--- config.mk ---
export PLATFORM = sky130hd
export DESIGN_NAME = fir_tap_sequencer
export DESIGN_NICKNAME = d
export VERILOG_FILES = /design/src/rtl/fir_tap_sequencer.sv
export SDC_FILE = /design/constraint.sdc
export NUM_CORES = 2
export LEC_CHECK = 0
export ABC_AREA = 1
export CAP_MARGIN = 20
export CORE_ASPECT_RATIO = 2
export CORE_MARGIN = 4
export CORE_UTILIZATION = 25
export CTS_CLUSTER_SIZE = 30
export DETAILED_ROUTE_END_ITERATION = 7
export DONT_BUFFER_PORTS = 1
export PLACE_DENSITY = 0.4
export SLEW_MARGIN = 5
export SYNTH_ARGS = -nofsm -noshare
export SYNTH_HDL_FRONTEND = slang
export SYNTH_SLANG_ARGS = --single-unit
--- constraint.sdc ---
create_clock -name clk -period 7.3 [get_ports clk]
set_input_delay 1.095 -clock clk [delete_from_list [all_inputs] [get_ports clk]]
set_output_delay 1.095 -clock clk [all_outputs]
set_load 0.01 [all_outputs]
--- src/rtl/fir_tap_sequencer.sv ---
// Time-multiplexed FIR: one shared multiplier walks every tap, one tap per cycle.
// Optional macro FIR_SATURATE_EN clamps the result to the signed DATA_WIDTH range and raises satFlag.
module fir_tap_sequencer #(
  parameter int NUM_REGS   = 8,
  parameter int DATA_WIDTH = 32,
  parameter int OUT_SHIFT  = 0
) (
  input  logic                        clk,
  input  logic                        rst,
  input  logic                        accelerateEn,
  input  logic                        flush,
  input  logic                        sampleValid,
  output logic                        sampleReady,
  input  logic [DATA_WIDTH-1:0]       sampleIn,
  input  logic                        coefWe,
  input  logic [$clog2(NUM_REGS)-1:0] coefAddr,
  input  logic [DATA_WIDTH-1:0]       coefData,
  output logic                        resultValid,
  input  logic                        resultReady,
  output logic [DATA_WIDTH-1:0]       result,
  output logic                        busy,
  output logic                        satFlag
);
  // state | meaning
  // IDLE  | accept sample, coefficient writes, flush
  // ACCUM | one multiply-accumulate per cycle, newest sample first
  // DONE  | result held until the consumer takes it
  localparam int AW    = $clog2(NUM_REGS);
  localparam int PW    = 2 * DATA_WIDTH;
  localparam int ACC_W = PW + AW;

  typedef enum logic [1:0] {S_IDLE, S_ACCUM, S_DONE} state_e;

  state_e state_q, state_d;

  logic [DATA_WIDTH-1:0]   hist_q [NUM_REGS];
  logic [DATA_WIDTH-1:0]   coef_q [NUM_REGS];
  logic [AW-1:0]           wr_ptr_q, rd_ptr_q, tap_q;
  logic signed [ACC_W-1:0] acc_q;
  logic [DATA_WIDTH-1:0]   result_q;

  logic                    accept, last_tap;
  logic [DATA_WIDTH-1:0]   coef_sel, hist_sel;
  logic signed [PW-1:0]    prod;
  logic signed [ACC_W-1:0] acc_sum;
  logic [DATA_WIDTH-1:0]   res_d;

  assign accept   = sampleValid && sampleReady;
  assign last_tap = (tap_q == AW'(NUM_REGS - 1));

  always_ff @(posedge clk or negedge rst) begin
    if (!rst) state_q <= S_IDLE;
    else      state_q <= state_d;
  end

  always_comb begin
    state_d = state_q;
    unique case (state_q)
      S_IDLE:  if (accept) state_d = S_ACCUM;
      S_ACCUM: if (last_tap) state_d = S_DONE;
      S_DONE:  if (resultReady) state_d = S_IDLE;
      default: state_d = S_IDLE;
    endcase
  end

  // Gating with rst keeps the handshake quiet while reset is held.
  always_comb begin
    sampleReady = 1'b0;
    resultValid = 1'b0;
    busy        = 1'b0;
    case (state_q)
      S_IDLE:  sampleReady = accelerateEn && !flush && rst;
      S_ACCUM: busy = 1'b1;
      S_DONE: begin
        busy        = 1'b1;
        resultValid = 1'b1;
      end
      default: ;
    endcase
  end

  assign coef_sel = coef_q[tap_q];
  assign hist_sel = hist_q[rd_ptr_q];
  assign prod     = $signed({{DATA_WIDTH{coef_sel[DATA_WIDTH-1]}}, coef_sel}) *
                    $signed({{DATA_WIDTH{hist_sel[DATA_WIDTH-1]}}, hist_sel});
  assign acc_sum  = acc_q + $signed({{AW{prod[PW-1]}}, prod});

`ifdef FIR_SATURATE_EN
  logic signed [ACC_W-1:0]   shifted;
  logic [ACC_W-DATA_WIDTH:0] top_bits;
  logic                      sat_d, sat_q;

  assign shifted  = acc_sum >>> OUT_SHIFT;
  assign top_bits = shifted[ACC_W-1:DATA_WIDTH-1];

  // In range only when every bit above the result's sign bit repeats it.
  always_comb begin
    sat_d = 1'b0;
    res_d = shifted[DATA_WIDTH-1:0];
    if (!(&top_bits) && (|top_bits)) begin
      sat_d = 1'b1;
      res_d = shifted[ACC_W-1] ? {1'b1, {(DATA_WIDTH-1){1'b0}}}
                               : {1'b0, {(DATA_WIDTH-1){1'b1}}};
    end
  end

  always_ff @(posedge clk or negedge rst) begin
    if (!rst)                             sat_q <= 1'b0;
    else if (state_q == S_ACCUM && last_tap) sat_q <= sat_d;
  end

  assign satFlag = sat_q;
`else
  assign res_d   = DATA_WIDTH'(acc_sum >>> OUT_SHIFT);
  assign satFlag = 1'b0;
`endif

  always_ff @(posedge clk or negedge rst) begin
    if (!rst) begin
      wr_ptr_q <= '0;
      rd_ptr_q <= '0;
      tap_q    <= '0;
      acc_q    <= '0;
      result_q <= '0;
      for (int i = 0; i < NUM_REGS; i++) begin
        hist_q[i] <= '0;
        coef_q[i] <= '0;
      end
    end else begin
      if (state_q == S_IDLE) begin
        if (coefWe) coef_q[coefAddr] <= coefData;
        if (flush) begin
          for (int i = 0; i < NUM_REGS; i++) hist_q[i] <= '0;
          wr_ptr_q <= '0;
        end else if (accept) begin
          hist_q[wr_ptr_q] <= sampleIn;
          rd_ptr_q         <= wr_ptr_q;
          wr_ptr_q         <= wr_ptr_q + AW'(1);
          tap_q            <= '0;
          acc_q            <= '0;
        end
      end
      if (state_q == S_ACCUM) begin
        acc_q    <= acc_sum;
        tap_q    <= tap_q + AW'(1);
        rd_ptr_q <= rd_ptr_q - AW'(1);
        if (last_tap) result_q <= res_d;
      end
    end
  end

  assign result = result_q;

endmodule

-- Yosys cells after proc, flatten, opt, wreduce, memory -nomap -nowiden
Index checks and enable logic that the tools add are counted.
- $add $sub $neg: 4
- bitwise gates (word level): 4
- reductions and logical operators: 16
- multiply operators: 1
- muxes and demuxes: 35
- equality and inequality tests: 7
- $lt $le $gt $ge: 6
- operators with widths (operator ; count):
    $bwmux 256 ; 2
    $mux 256 ; 2
    $mux 67 ; 4
    $bmux 32 s3 ; 2
    $demux 32 s3 ; 2
    $mux 32 ; 6
    $add 67x64->67 ; 1
    $mul 32x32->64 ; 1
    $mux 3 ; 10
    $ge 4x4->1 const B ; 4
    $not 3->4 ; 4
    $lt 4x1->1 const B ; 2
    $add 3x1->3 const B ; 2
    $mux 2 ; 3
    $ne 2x2->1 const B ; 3
    $pmux 2 s3 ; 1
    $reduce_and 2->1 ; 3
    $reduce_and 3->1 ; 2
    $reduce_bool 2->1 ; 3
    $logic_and 1x1->1 ; 5
    $eq 3x3->1 const B ; 1
    $mux 1 ; 3
    $sub 3x1->3 const B ; 1
    $eq 2x1->1 const B ; 1
    5 further kinds ; 5
- bits in registers: 622
- word-level logic and storage cells: 95
- output and inout port bits: 36

-- Logic depth before layout (Yosys ltp)
- word-level depth: 9
- mapped depth: 43
- depth with buffers taken out: 39

-- Least setup slack after synthesis
OpenSTA, ideal clock, no wires.
- kind: register to register
- from: register tap_q[0]
- to: register result_q[24], in the netlist result[24]
- data arrival time: 7.424 ns
- path slack: -0.243 ns
- stages on the path, launching flop included: 42
- data required time: 7.181 ns
- period minus slack after synthesis: 7.543 ns
- path through: dfrtp_1 > buf_4 > buf_6 > buf_4 > buf_4 > nor2_1 > o21ai_0 > nand2_1 > nand2_1 > clkbuf_1 > inv_1 > clkbuf_1 > nor2_1 > fa_1 > inv_1 > fa_1 > fa_1 > fa_1 > [6 not listed] > inv_1 > ha_1 > inv_1 > nor3_1 > nand2_1 > nand2_1 > a21oi_1 > o21ai_0 > a21oi_1 > o21bai_1 > nand2_1 > nand2_1 > a21o_1 > nand2_1 > nand2_1 > nand2_1 > nand3_1 > nand2_1
- longest elaborated chain between the ends: 6
- elaborated cells between the ends (all ways): 8
- classes of those cells: 1 x add/sub; 1 x mul; 1 x eq/ne; 3 x mux; 1 x bitwise; 1 x reduce/logical
- ends and longest elaborated chain (item ; line ; RTL):
    from (decl) ; 38 ; logic [AW-1:0] wr_ptr_q, rd_ptr_q, tap_q;
    from (signal assigned) ; 145 ; tap_q <= tap_q + AW'(1);
    $not 3->4 (not written as such) ; 82 ; assign coef_sel = coef_q[tap_q];
    $bmux 32 s3 ; 82 ;
    $mux 32 (not written as such) (2 in series) ; 82 ;
    $mul 32x32->64 ; 84 ; assign prod = $signed({{DATA_WIDTH{coef_sel[DATA_WIDTH-1]}}, coef_sel}) *
    $add 67x64->67 ; 86 ; assign acc_sum = acc_q + $signed({{AW{prod[PW-1]}}, prod});
    to (signal assigned) ; 147 ; if (last_tap) result_q <= res_d;
    to (decl) ; 40 ; logic [DATA_WIDTH-1:0] result_q;
Several ways; a longest one is shown, not always the timed one. The select of a mux whose other input is x is not followed.
A chain may end at the register's enable or synchronous reset.

-- Worst setup path in the final report
- from: register rd_ptr_q[0]
- to: register acc_q[30]
- longest elaborated chain between the ends: 7
- ends and longest elaborated chain (item ; line ; RTL):
    from (decl) ; 38 ;
    from (signal assigned) ; 137 ; rd_ptr_q <= wr_ptr_q;
    from (signal assigned) ; 146 ; rd_ptr_q <= rd_ptr_q - AW'(1);
    $not 3->4 (not written as such) ; 83 ; assign hist_sel = hist_q[rd_ptr_q];
    $bmux 32 s3 ; 83 ;
    $mux 32 (not written as such) (2 in series) ; 83 ;
    $mul 32x32->64 ; 84 ;
    $add 67x64->67 ; 86 ;
    $mux 67 ; 143 ; if (state_q == S_ACCUM) begin
    to (signal assigned) ; 144 ; acc_q <= acc_sum;
    to (decl) ; 39 ; logic signed [ACC_W-1:0] acc_q;
No other way between the ends. The select of a mux whose other input is x is not followed.

==> results by group <==
Outcome
  • Status: complete, but fails checks
  • Failing checks: setup timing

CTS
  • Root buf cell: clkbuf_16
  • CTS buffer count: between 60 and 70
  • CTS Hold Bufs: 0
  • H-tree depth: 2
  • Clk pin slew, worst setup/hold paths: roughly 0.060 ns
  • Worst-Skew Late Latency: a little over 0.7 ns
  • CTS tree: built
  • Clk sinks: about 600
  • CTS max path bufs: 3

Critical path
  • Reg2reg setup slack: -0.42 ns
  • Worst path max stage delay: 0.57 ns
  • R2r endpoint: acc_q[30]
  • CP Capture Type: register
  • Worst r2r src: rd_ptr_q[0]
  • Worst Path Max Fanout: 14
  • Worst-path cell with the longest stage delay: dfrtp_4
  • Worst Path Buf+Inv: 11
  • Register-to-Register Path Depth: 35
  • Worst setup path class: reg -> reg
  • Critical path's top delay family: adder cells
  • Critical Path Start Type: register
  • Data arrival, critical path: 8.29 ns
  • CP dominant cell by count: fa_1
  • Worst Path Required: approximately 7.9 ns

Routing
  • Wire per inst: ~21 um
  • DRT antenna net count: 0
  • Final wirelength: approximately 170000 um
  • Number of remaining DRC errors: 0
  • DR vias: between 30000 and 40000
  • Vias/cell: roughly 4.6
  • First-pass DRT Iterations: 5
  • Initial DRC count: between 2000 and 2500

Yosys
  • Post-synthesis net count: 6064
  • Syn. warnings: 0
  • Async set or reset register ratio after synthesis: between 90% and 100%
  • Synth unique cells: 39
  • Sequential fraction of the synthesis area: between 30% and 40%
  • Cell area after synthesis: 43600 sq um
  • Syn_area_per_cell: approximately 8.1 sq um
  • FF+latch count, synth: slightly below 600
  • Post-Synthesis Cells: approximately 5400
  • Post-synth EDFFs: 0
  • Primary FF master, synth: dfrtp_1

Layout
  • Most frequent cells in the layout: nand2_1, inv_1, dfrtp_1
  • Reg area: between 10000 and 15000 sq um
  • Most common cell after layout, fill and taps aside: nand2_1
  • Net count, final: approximately 6500
  • Area Growth Syn to Fin: 25.9%
  • # fillers: between 15000 and 20000
  • Multi-input logic area: approximately 26000 sq um
  • Layout cells sized above 1: between 15 and 20%

Timing
  • Slew margin rel.: about 25%
  • Period minus WS final: 7.72 ns
  • Final TNS setup: -6.67 ns
  • Final Hold Fails: 0
  • Final Skew: slightly below 0.03 ns
  • Period utilization: 106%
  • Final WS setup: -0.419 ns
  • Slew Limit Fails: 0
  • Achievable Freq: 0.130 GHz
  • RSZ-0062 raised after global routing: true
  • Worst-margin pin slew: 1.13 ns
  • Final setup fails: 26

Global routing
  • First-pass GRT wire length: about 260000 um
  • GRT Util Overall: 19.3%
  • Initial antenna violation count: 16
  • Vias in the first global route: about 40000
  • Largest net degree at the start of global routing: about 590
  • Global route overflow: 0

Die
  • Core Area: between 150000 and 200000 sq um
  • Die width: ~300 um
  • Initial core utilization: 25.2%
  • I/O Pins: 110
  • Die Ht: about 600 um
  • Die ar.: roughly 180000 sq um
  • Row count: 216

Job
  • Max Cap Viol: 0

Place
  • Place WS: -0.857 ns
  • Gp weighted congestion: 0.886
  • Post-DP HPWL: approximately 130000 um
  • Port Buffers: 0

Min path
  • Hold WC Path Type: in -> async
[stage by stage]
stage	instance area (sq um)	utilization, %	cells	hold WS [ns]
6_report	54900	31.7	8128	0.0916
5_1_grt	54900	31.7	8123	0.0559
4_1_cts	54100	31.2	8102	0.108
3_3_place_gp	50400	29.1	7956	0.460
3_5_place_dp	50400	29.1	7957	0.468
2_1_floorplan	43600	-	5394	0.448
[state kept, by name, summed over array words and instances (netlist names)]
register / cells
acc_q: 32
coef_q: 256
hist_q: 256
rd_ptr_q: 3
result: 32
state_q: 2
tap_q: 3
wr_ptr_q: 3
[synthesized netlist by cell type, drive strengths merged, types with 5 or more instances]
master | number | area (sq um)
nand2 | 1294 | 4890
buf | 105 | 666
o221ai | 5 | 43.8
dfrtp | 587 | 14700
o211ai | 37 | 278
nand3b | 13 | 97.6
xnor2 | 16 | 140
nor2 | 510 | 1910
a21oi | 72 | 360
inv | 935 | 3510
clkinv | 9 | 33.8
fa | 438 | 8770
nand3 | 270 | 1350
ha | 158 | 1980
o21ai | 530 | 2680
nand4 | 5 | 31.3
or2 | 7 | 43.8
clkbuf | 172 | 646
xor2 | 15 | 131
o22ai | 197 | 1230
[worst max path at each step]
stage	startpoint	end	slack, ns	cells past startpoint
2_1_floorplan	tap_q[0]	acc_q[30]	0.001	36
3_3_place_gp	rd_ptr_q[0]	acc_q[30]	-0.85	36
3_5_place_dp	rd_ptr_q[0]	acc_q[30]	-0.86	36
4_1_cts	rd_ptr_q[0]	acc_q[30]	-0.44	35
5_1_grt	rd_ptr_q[0]	acc_q[30]	-0.70	35
6_report	rd_ptr_q[0]	acc_q[30]	-0.42	35
[cells by family after synthesis]
logic type / after synthesis / synth area share [%]
AO/OA/AOI/OAI: 851 / 10.7
AND/OR/NAND/NOR: 2107 / 19.2
XOR/XNOR: 31 / 0.623
buffers and inverters: 1221 / 11.1
other: 1 / 0.00860
adder cells (fa/ha/maj): 596 / 24.6
flip-flops: 587 / 33.7
[worst register-to-register path, delay by kind of cell (launching register included)]
kind | cells | cell delay [ns]
AO/OA/AOI/OAI | 5 | 0.71
AND/OR/NAND/NOR | 10 | 1.00
adder cells (fa/ha/maj) | 9 | 4.28
flip-flops | 1 | 0.57
buffers and inverters | 11 | 1.03
[cell type report]
class                           count  area share, %
Multi-Input combinational cell   3586           46.4
Sequential cell                   587           26.8
Timing Repair Buffer              604           11.1
Inverter                          944           6.55
Tap cell                         2289           5.22
Clock buffer                       85           3.14
Clock inverter                     25          0.679
Antenna cell                        7         0.0319
Timing Repair inverter              1         0.0114
[layer usage]
| metal | share of wire [%] | global-route usage (%) |
|---|---|---|
| met1 | 37 | 21.1 |
| met2 | 54 | 36.6 |
| met3 | 3.6 | 2.44 |
| met4 | 5.4 | 8.73 |
| met5 | 0.078 | 0 |
[what timing repair did]
| item | CTS | global route |
|---|---|---|
| setup endpoints to repair | 34 | 37 |
| gates cloned | 5 | 1 |
| gates resized for setup | 333 | 122 |
| setup buffers | 30 | 18 |
| pin swaps | 110 | 78 |
Power is not shown: default switching activity piles up to over one toggle a cycle in this logic, so the estimate is an artifact.
